### config.mk
export PLATFORM = sky130hd
export DESIGN_NAME = elevator_request_scheduler
export DESIGN_NICKNAME = d
export VERILOG_FILES = /design/src/rtl/elevator_request_scheduler.sv
export SDC_FILE = /design/constraint.sdc
export NUM_CORES = 1
export LEC_CHECK = 0
export CORE_MARGIN = 5
export CORE_UTILIZATION = 42
export DETAILED_ROUTE_END_ITERATION = 10
export DONT_BUFFER_PORTS = 1
export HOLD_SLACK_MARGIN = 0.06
export PLACE_DENSITY = 0.57
export SETUP_SLACK_MARGIN = 0.05
export SKIP_CTS_REPAIR_TIMING = 1
export SYNTH_ARGS = -nofsm -noshare
export SYNTH_HDL_FRONTEND = slang
export SYNTH_SLANG_ARGS = --single-unit
### constraint.sdc
create_clock -name clk -period 4 [get_ports clk]
set_input_delay 0.8 -clock clk [delete_from_list [all_inputs] [get_ports clk]]
set_output_delay 0.8 -clock clk [all_outputs]
set_load 0.01 [all_outputs]
### src/rtl/elevator_request_scheduler.sv
// SCAN request scheduler in front of the elevator car controller.
// Latches floor-button presses, sweeps up/down against the car's current
// floor, drives a one-hot target and holds the door for a fixed dwell.
//
//   state     | meaning
//   ----------+------------------------------------------------------
//   IDLE      | no sweep in progress, target parked on current floor
//   MOVE_UP   | heading to the nearest pending floor above the car
//   MOVE_DOWN | heading to the nearest pending floor below the car
//   SERVE     | door open at current floor, dwell counter running
module elevator_request_scheduler #(
    parameter int N_FLOORS     = 4,
    parameter int DWELL_CYCLES = 50_000_000
) (
    input  logic                clk,
    input  logic                rst,
    input  logic [N_FLOORS-1:0] btn,
    input  logic [N_FLOORS-1:0] cur_floor,
    output logic [N_FLOORS-1:0] target,
    output logic [N_FLOORS-1:0] pending,
    output logic                moving_up,
    output logic                moving_down,
    output logic                door_open,
    output logic                fault
);

    localparam int                CW       = $clog2(DWELL_CYCLES + 1);
    localparam logic [CW-1:0]     CNT_LAST = CW'(DWELL_CYCLES - 1);
    localparam logic [N_FLOORS-1:0] ONE    = N_FLOORS'(1);

    typedef enum logic [1:0] {
        IDLE      = 2'd0,
        MOVE_UP   = 2'd1,
        MOVE_DOWN = 2'd2,
        SERVE     = 2'd3
    } state_t;

    state_t              state_q, state_d;
    logic [N_FLOORS-1:0] target_q, target_d;
    logic [N_FLOORS-1:0] pending_q, pending_d;
    logic [N_FLOORS-1:0] btn_q;
    logic [CW-1:0]       cnt_q, cnt_d;
    logic                last_up_q, last_up_d;
    logic                fault_q;

    logic                cur_valid;
    logic [N_FLOORS-1:0] press, clr;
    logic [N_FLOORS-1:0] above, below, here;
    logic [N_FLOORS-1:0] near_above, near_below;

    // Decode of the floor masks; the shift trick relies on cur_floor being one-hot,
    // and the FSM ignores these whenever it is not.
    always_comb begin
        cur_valid  = (cur_floor != '0) && ((cur_floor & (cur_floor - ONE)) == '0);
        below      = pending_q & (cur_floor - ONE);
        above      = pending_q & ~((cur_floor << 1) - ONE);
        here       = pending_q & cur_floor;
        near_above = above & (~above + ONE);
        near_below = '0;
        for (int i = 0; i < N_FLOORS; i++) begin
            if (below[i]) near_below = ONE << i;
        end
        press      = btn & ~btn_q;
        clr        = (state_q == SERVE && cur_valid) ? cur_floor : '0;
        pending_d  = (pending_q | press) & ~clr;
    end

    // Next-state, target and dwell counter; everything holds while cur_floor is invalid.
    always_comb begin
        state_d   = state_q;
        target_d  = target_q;
        cnt_d     = cnt_q;
        last_up_d = last_up_q;
        if (cur_valid) begin
            case (state_q)
                IDLE: begin
                    if (here != '0) begin
                        state_d  = SERVE;
                        target_d = cur_floor;
                        cnt_d    = '0;
                    end else if (above != '0) begin
                        state_d  = MOVE_UP;
                        target_d = near_above;
                    end else if (below != '0) begin
                        state_d  = MOVE_DOWN;
                        target_d = near_below;
                    end else begin
                        target_d = cur_floor;
                    end
                end
                MOVE_UP: begin
                    last_up_d = 1'b1;
                    if (here != '0) begin
                        state_d  = SERVE;
                        target_d = cur_floor;
                        cnt_d    = '0;
                    end else if (above != '0) begin
                        target_d = near_above;
                    end else begin
                        state_d  = IDLE;
                        target_d = cur_floor;
                    end
                end
                MOVE_DOWN: begin
                    last_up_d = 1'b0;
                    if (here != '0) begin
                        state_d  = SERVE;
                        target_d = cur_floor;
                        cnt_d    = '0;
                    end else if (below != '0) begin
                        target_d = near_below;
                    end else begin
                        state_d  = IDLE;
                        target_d = cur_floor;
                    end
                end
                default: begin
                    target_d = cur_floor;
                    if (cnt_q == CNT_LAST) begin
                        cnt_d = '0;
                        if (last_up_q && above != '0) begin
                            state_d  = MOVE_UP;
                            target_d = near_above;
                        end else if (below != '0) begin
                            state_d  = MOVE_DOWN;
                            target_d = near_below;
                        end else if (above != '0) begin
                            state_d  = MOVE_UP;
                            target_d = near_above;
                        end else begin
                            state_d  = IDLE;
                        end
                    end else begin
                        cnt_d = cnt_q + CW'(1);
                    end
                end
            endcase
        end
    end

    // State and request registers; btn_q tracks btn through reset so held buttons stay silent.
    always_ff @(posedge clk) begin
        btn_q <= btn;
        if (rst) begin
            state_q   <= IDLE;
            target_q  <= ONE;
            pending_q <= '0;
            cnt_q     <= '0;
            last_up_q <= 1'b1;
            fault_q   <= 1'b0;
        end else begin
            state_q   <= state_d;
            target_q  <= target_d;
            pending_q <= pending_d;
            cnt_q     <= cnt_d;
            last_up_q <= last_up_d;
            fault_q   <= ~cur_valid;
        end
    end

    assign target      = target_q;
    assign pending     = pending_q;
    assign moving_up   = (state_q == MOVE_UP);
    assign moving_down = (state_q == MOVE_DOWN);
    assign door_open   = (state_q == SERVE);
    assign fault       = fault_q;

endmodule

==> flow_results.org <==
** Status
- The flow ran to the end, and the final reports show no timing, DRC or antenna violations.

** CTS
- CTS placed an instance of clkbuf_8 at the clock tree root.
- The H-tree was split into 2 levels.
- Clock insertion delay at the later pin of the skew report :: 300 ps
- Clock buffers created by TritonCTS :: 5
- Clock buffer depth :: 2
- Clock tree synthesis found a total of 42 sinks.
- Clock transition at the register clock pins on the worst setup and hold paths after CTS :: 80 ps
- TritonCTS built the clock tree.

** Power
- Static Leakage :: 0.869 nW
- IR analysis of the VDD net gives a maximum drop of 0.000167 V.
- Dividing total power by cell area gives a power density of 346 nW/um2.

** Synth
- Yosys warning count :: 0
- Share of flip-flops with an asynchronous set or reset after synthesis :: 0%
- Synthesis handed over a netlist of 337 instances.
- After synthesis, flip-flops and latches occupy 32.0% of the total area.
- Synthesis produced a netlist with a net count of 356.
- After synthesis, the mean cell area works out to 7.81 um2.
- FF+latch count, synth :: 42
- In the synthesized netlist the dominant register cell turns out to be dfxtp_1.
- The synthesized netlist contains 60 unique library cells.
- The mapped netlist covers 2630 um2.
- The synthesized design contains 0 enable-type register cells.

** Global route
- The first global-routing pass estimated 11900 um of wire.
- Pin count of the biggest net entering global routing :: 39
- The number of antenna violations at the first check in global routing came to 0.
- Combined global-route utilization of all metal layers :: 19.0%
- Gr ovfl total :: 0
- Number of global-route vias before repair :: 2313

** STA
- Relative max-transition margin :: 48.7%
- Finish-stage setup viols :: 0
- Worst Skew :: 6.94 ps
- Total negative slack for setup checks :: 0 ps
- The routed design could run at a clock period as short as 3000 ps.
- The final count of pins violating max slew is 0.
- Measured slew at the worst slew-check pin :: 769 ps
- Final Hold Vio Count :: 0
- Setup repair after global routing left no endpoint under its margin.
- Static timing analysis puts the maximum clock frequency at 334 MHz.
- Post-route fraction of the period consumed by the critical path :: 74.9%

** Finish
- Cells with a size suffix above 1 make up 6.34% of the layout.
- Leaving out fill and tap cells, the most frequent cell in the layout is dfxtp_1.
- Leaving out fill and tap cells, the most frequent cells in the layout are 42 x dfxtp_1, 37 x nor2_1, 32 x nand2_1, 27 x a21oi_1, 16 x o21ai_0.
- From synthesis to final layout, the design area changed by 5.94%.
- End-of-flow core utilization :: 46.5%
- In the final design database the tool counted 349 nets.
- 0 antenna diodes ended up in the layout.

** Setup path
- Largest incremental delay on the critical path :: 660 ps
- Data on the critical path is required at its endpoint by 4220 ps.
- Cell Chain, Critical Path :: inv_1 > ha_1 > inv_1 > ha_1 > nor2b_1 > or4_1 > o311ai_1 > a221o_1 > a311oi_1 > a211oi_1
- Along the worst path, the maximum fanout reaches 8.
- The worst setup path is of the input port to flop kind.
- Kind of end point of the critical path :: flop
- Setup slack of the worst register-to-register path :: 1450 ps
- Critical path data arrival time :: 3220 ps
- Highest-delay cell along the critical path :: or4_1
- The worst setup path is launched from an input port.
- Launching point of the worst reg2reg path :: pending[0]
- The worst register-to-register path has a depth of 4.
- R2r endpoint :: cnt_q[19]

** Place
- HPWL after detailed placement :: 4870 um
- The congestion estimate from routability-driven global placement came to 0.915.
- Total of buffers placed on input and output ports :: 0

** Route
- Met3 WL post-DR :: 427 um
- For this run, design rule violations remaining after detail routing come to 0.
- Detail Route Antenna Nets :: 0
- Detailed-route wire length :: 7140 um
- The first detailed-routing pass took 5 iterations.
- After detailed routing, the wire length on met1 is 3700 um.
- The routed layout has 2536 vias.
- Using the TritonRoute via totals, the vias-per-cell ratio works out to 6.25.
- Highest routed layer :: met4
- Detailed Route Iter0 Violations :: 288
- Routed wire length on met2 :: 2930 um
- Per-cell routed wire length :: 17.6 um

** Floorplan
- Row cnt :: 28
- From bottom edge to top edge, the die measures 89.2 um.
- Area of the core :: 5990 um2
- For this design the top-level I/O count stands at 22.
- Die width :: 89.2 um
- The initial utilization of the core area, before any placement, comes to 43.9%.
- The die covers 7950 um2.

** Worst hold path
- Hold Startpoint :: cnt_q[4]
- The worst hold path passes through 2 cells.
- Min-delay worst type :: flop to flop
- The path with the worst hold slack has its endpoint at cnt_q[4].

** Flow run
- Max-cap viol count :: 0
layout make-up:
type | instances | area (um2)
clock buffers | 6 | 72.6
flip-flops and latches | 42 | 841
well taps | 75 | 93.8
fillers | 583 | 3200
clock inverters | 2 | 37.5
repair buffers | 5 | 37.5
multi-input cells | 264 | 1660
inverters | 12 | 45.0
power by group:
| part | switching, W | internal (W) |
|---|---|---|
| Sequential | 0.0000163 | 0.000431 |
| Clock | 0.000154 | 0.000186 |
| Combinational | 0.000111 | 0.0000669 |
| Total | 0.000281 | 0.000684 |
worst max-delay path by stage:
stage / startpoint / endpoint / slack, ps
after floorplan: cur_floor[0] / state_q[1] / 800
after global placement: cur_floor[1] / state_q[1] / 790
after detailed placement: cur_floor[1] / state_q[1] / 730
after CTS: cur_floor[1] / state_q[1] / 1030
after global routing: cur_floor[1] / state_q[1] / 820
final: cur_floor[1] / state_q[1] / 1000
cell families (layout without fill, tap and decap cells):
| family | Yosys count | in the layout | synth area share (%) |
|---|---|---|---|
| flops | 42 | 42 | 32.0 |
| simple gates | 140 | 140 | 27.1 |
| buf+inv | 31 | 25 | 5.23 |
| fa+ha+maj | 9 | 9 | 4.28 |
| mux | 1 | 1 | 0.380 |
| compound gates | 114 | 114 | 31.1 |
cells in the mapped netlist (8+ instances only):
cell type  number  area (um2)
a21oi_1        27         135
a311oi_1       12         105
a31oi_1        10        62.6
buf_2           8        40.0
dfxtp_1        42         841
ha_1            9         113
inv_1          12        45.0
nand2_1        32         120
nand2b_1        9        56.3
nand3_1        10        50.1
nand4_1         8        50.1
nor2_1         37         139
nor3_1         12        60.1
o21ai_0        16        80.1
routing by layer:
| layer | track usage (%) | vias up |
|---|---|---|
| li1 | - | 1269 |
| met2 | 26.5 | 91 |
| met4 | 6.36 | 0 |
| met3 | 2.67 | 9 |
| met1 | 29.3 | 1167 |
| met5 | 0 | - |
metrics by stage:
stage	instance area, um2	total power (W)	instances	hold slack, ps	worst slack [ps]
3_5_place_dp	2680	0.000630	398	477	726
3_3_place_gp	2680	0.000634	398	471	792
4_1_cts	2790	0.000975	406	491	1030
6_report	2790	0.000966	406	486	1000
5_1_grt	2790	0.00102	406	509	821
2_1_floorplan	2630	0.000592	337	454	800
critical path: cells and delay by family:
kind	cells	cell delay [ps]
compound gates	4	870
fa+ha+maj	2	620
buf+inv	2	130
simple gates	2	790
state kept, by name (all words and copies together), names as in the netlist:
| name | flops |
|---|---|
| cnt_q | 26 |
| btn_q | 4 |
| pending | 4 |
| target | 4 |
| state_q | 2 |
| fault | 1 |
| last_up_q | 1 |
(Power assumes the default switching activity.)
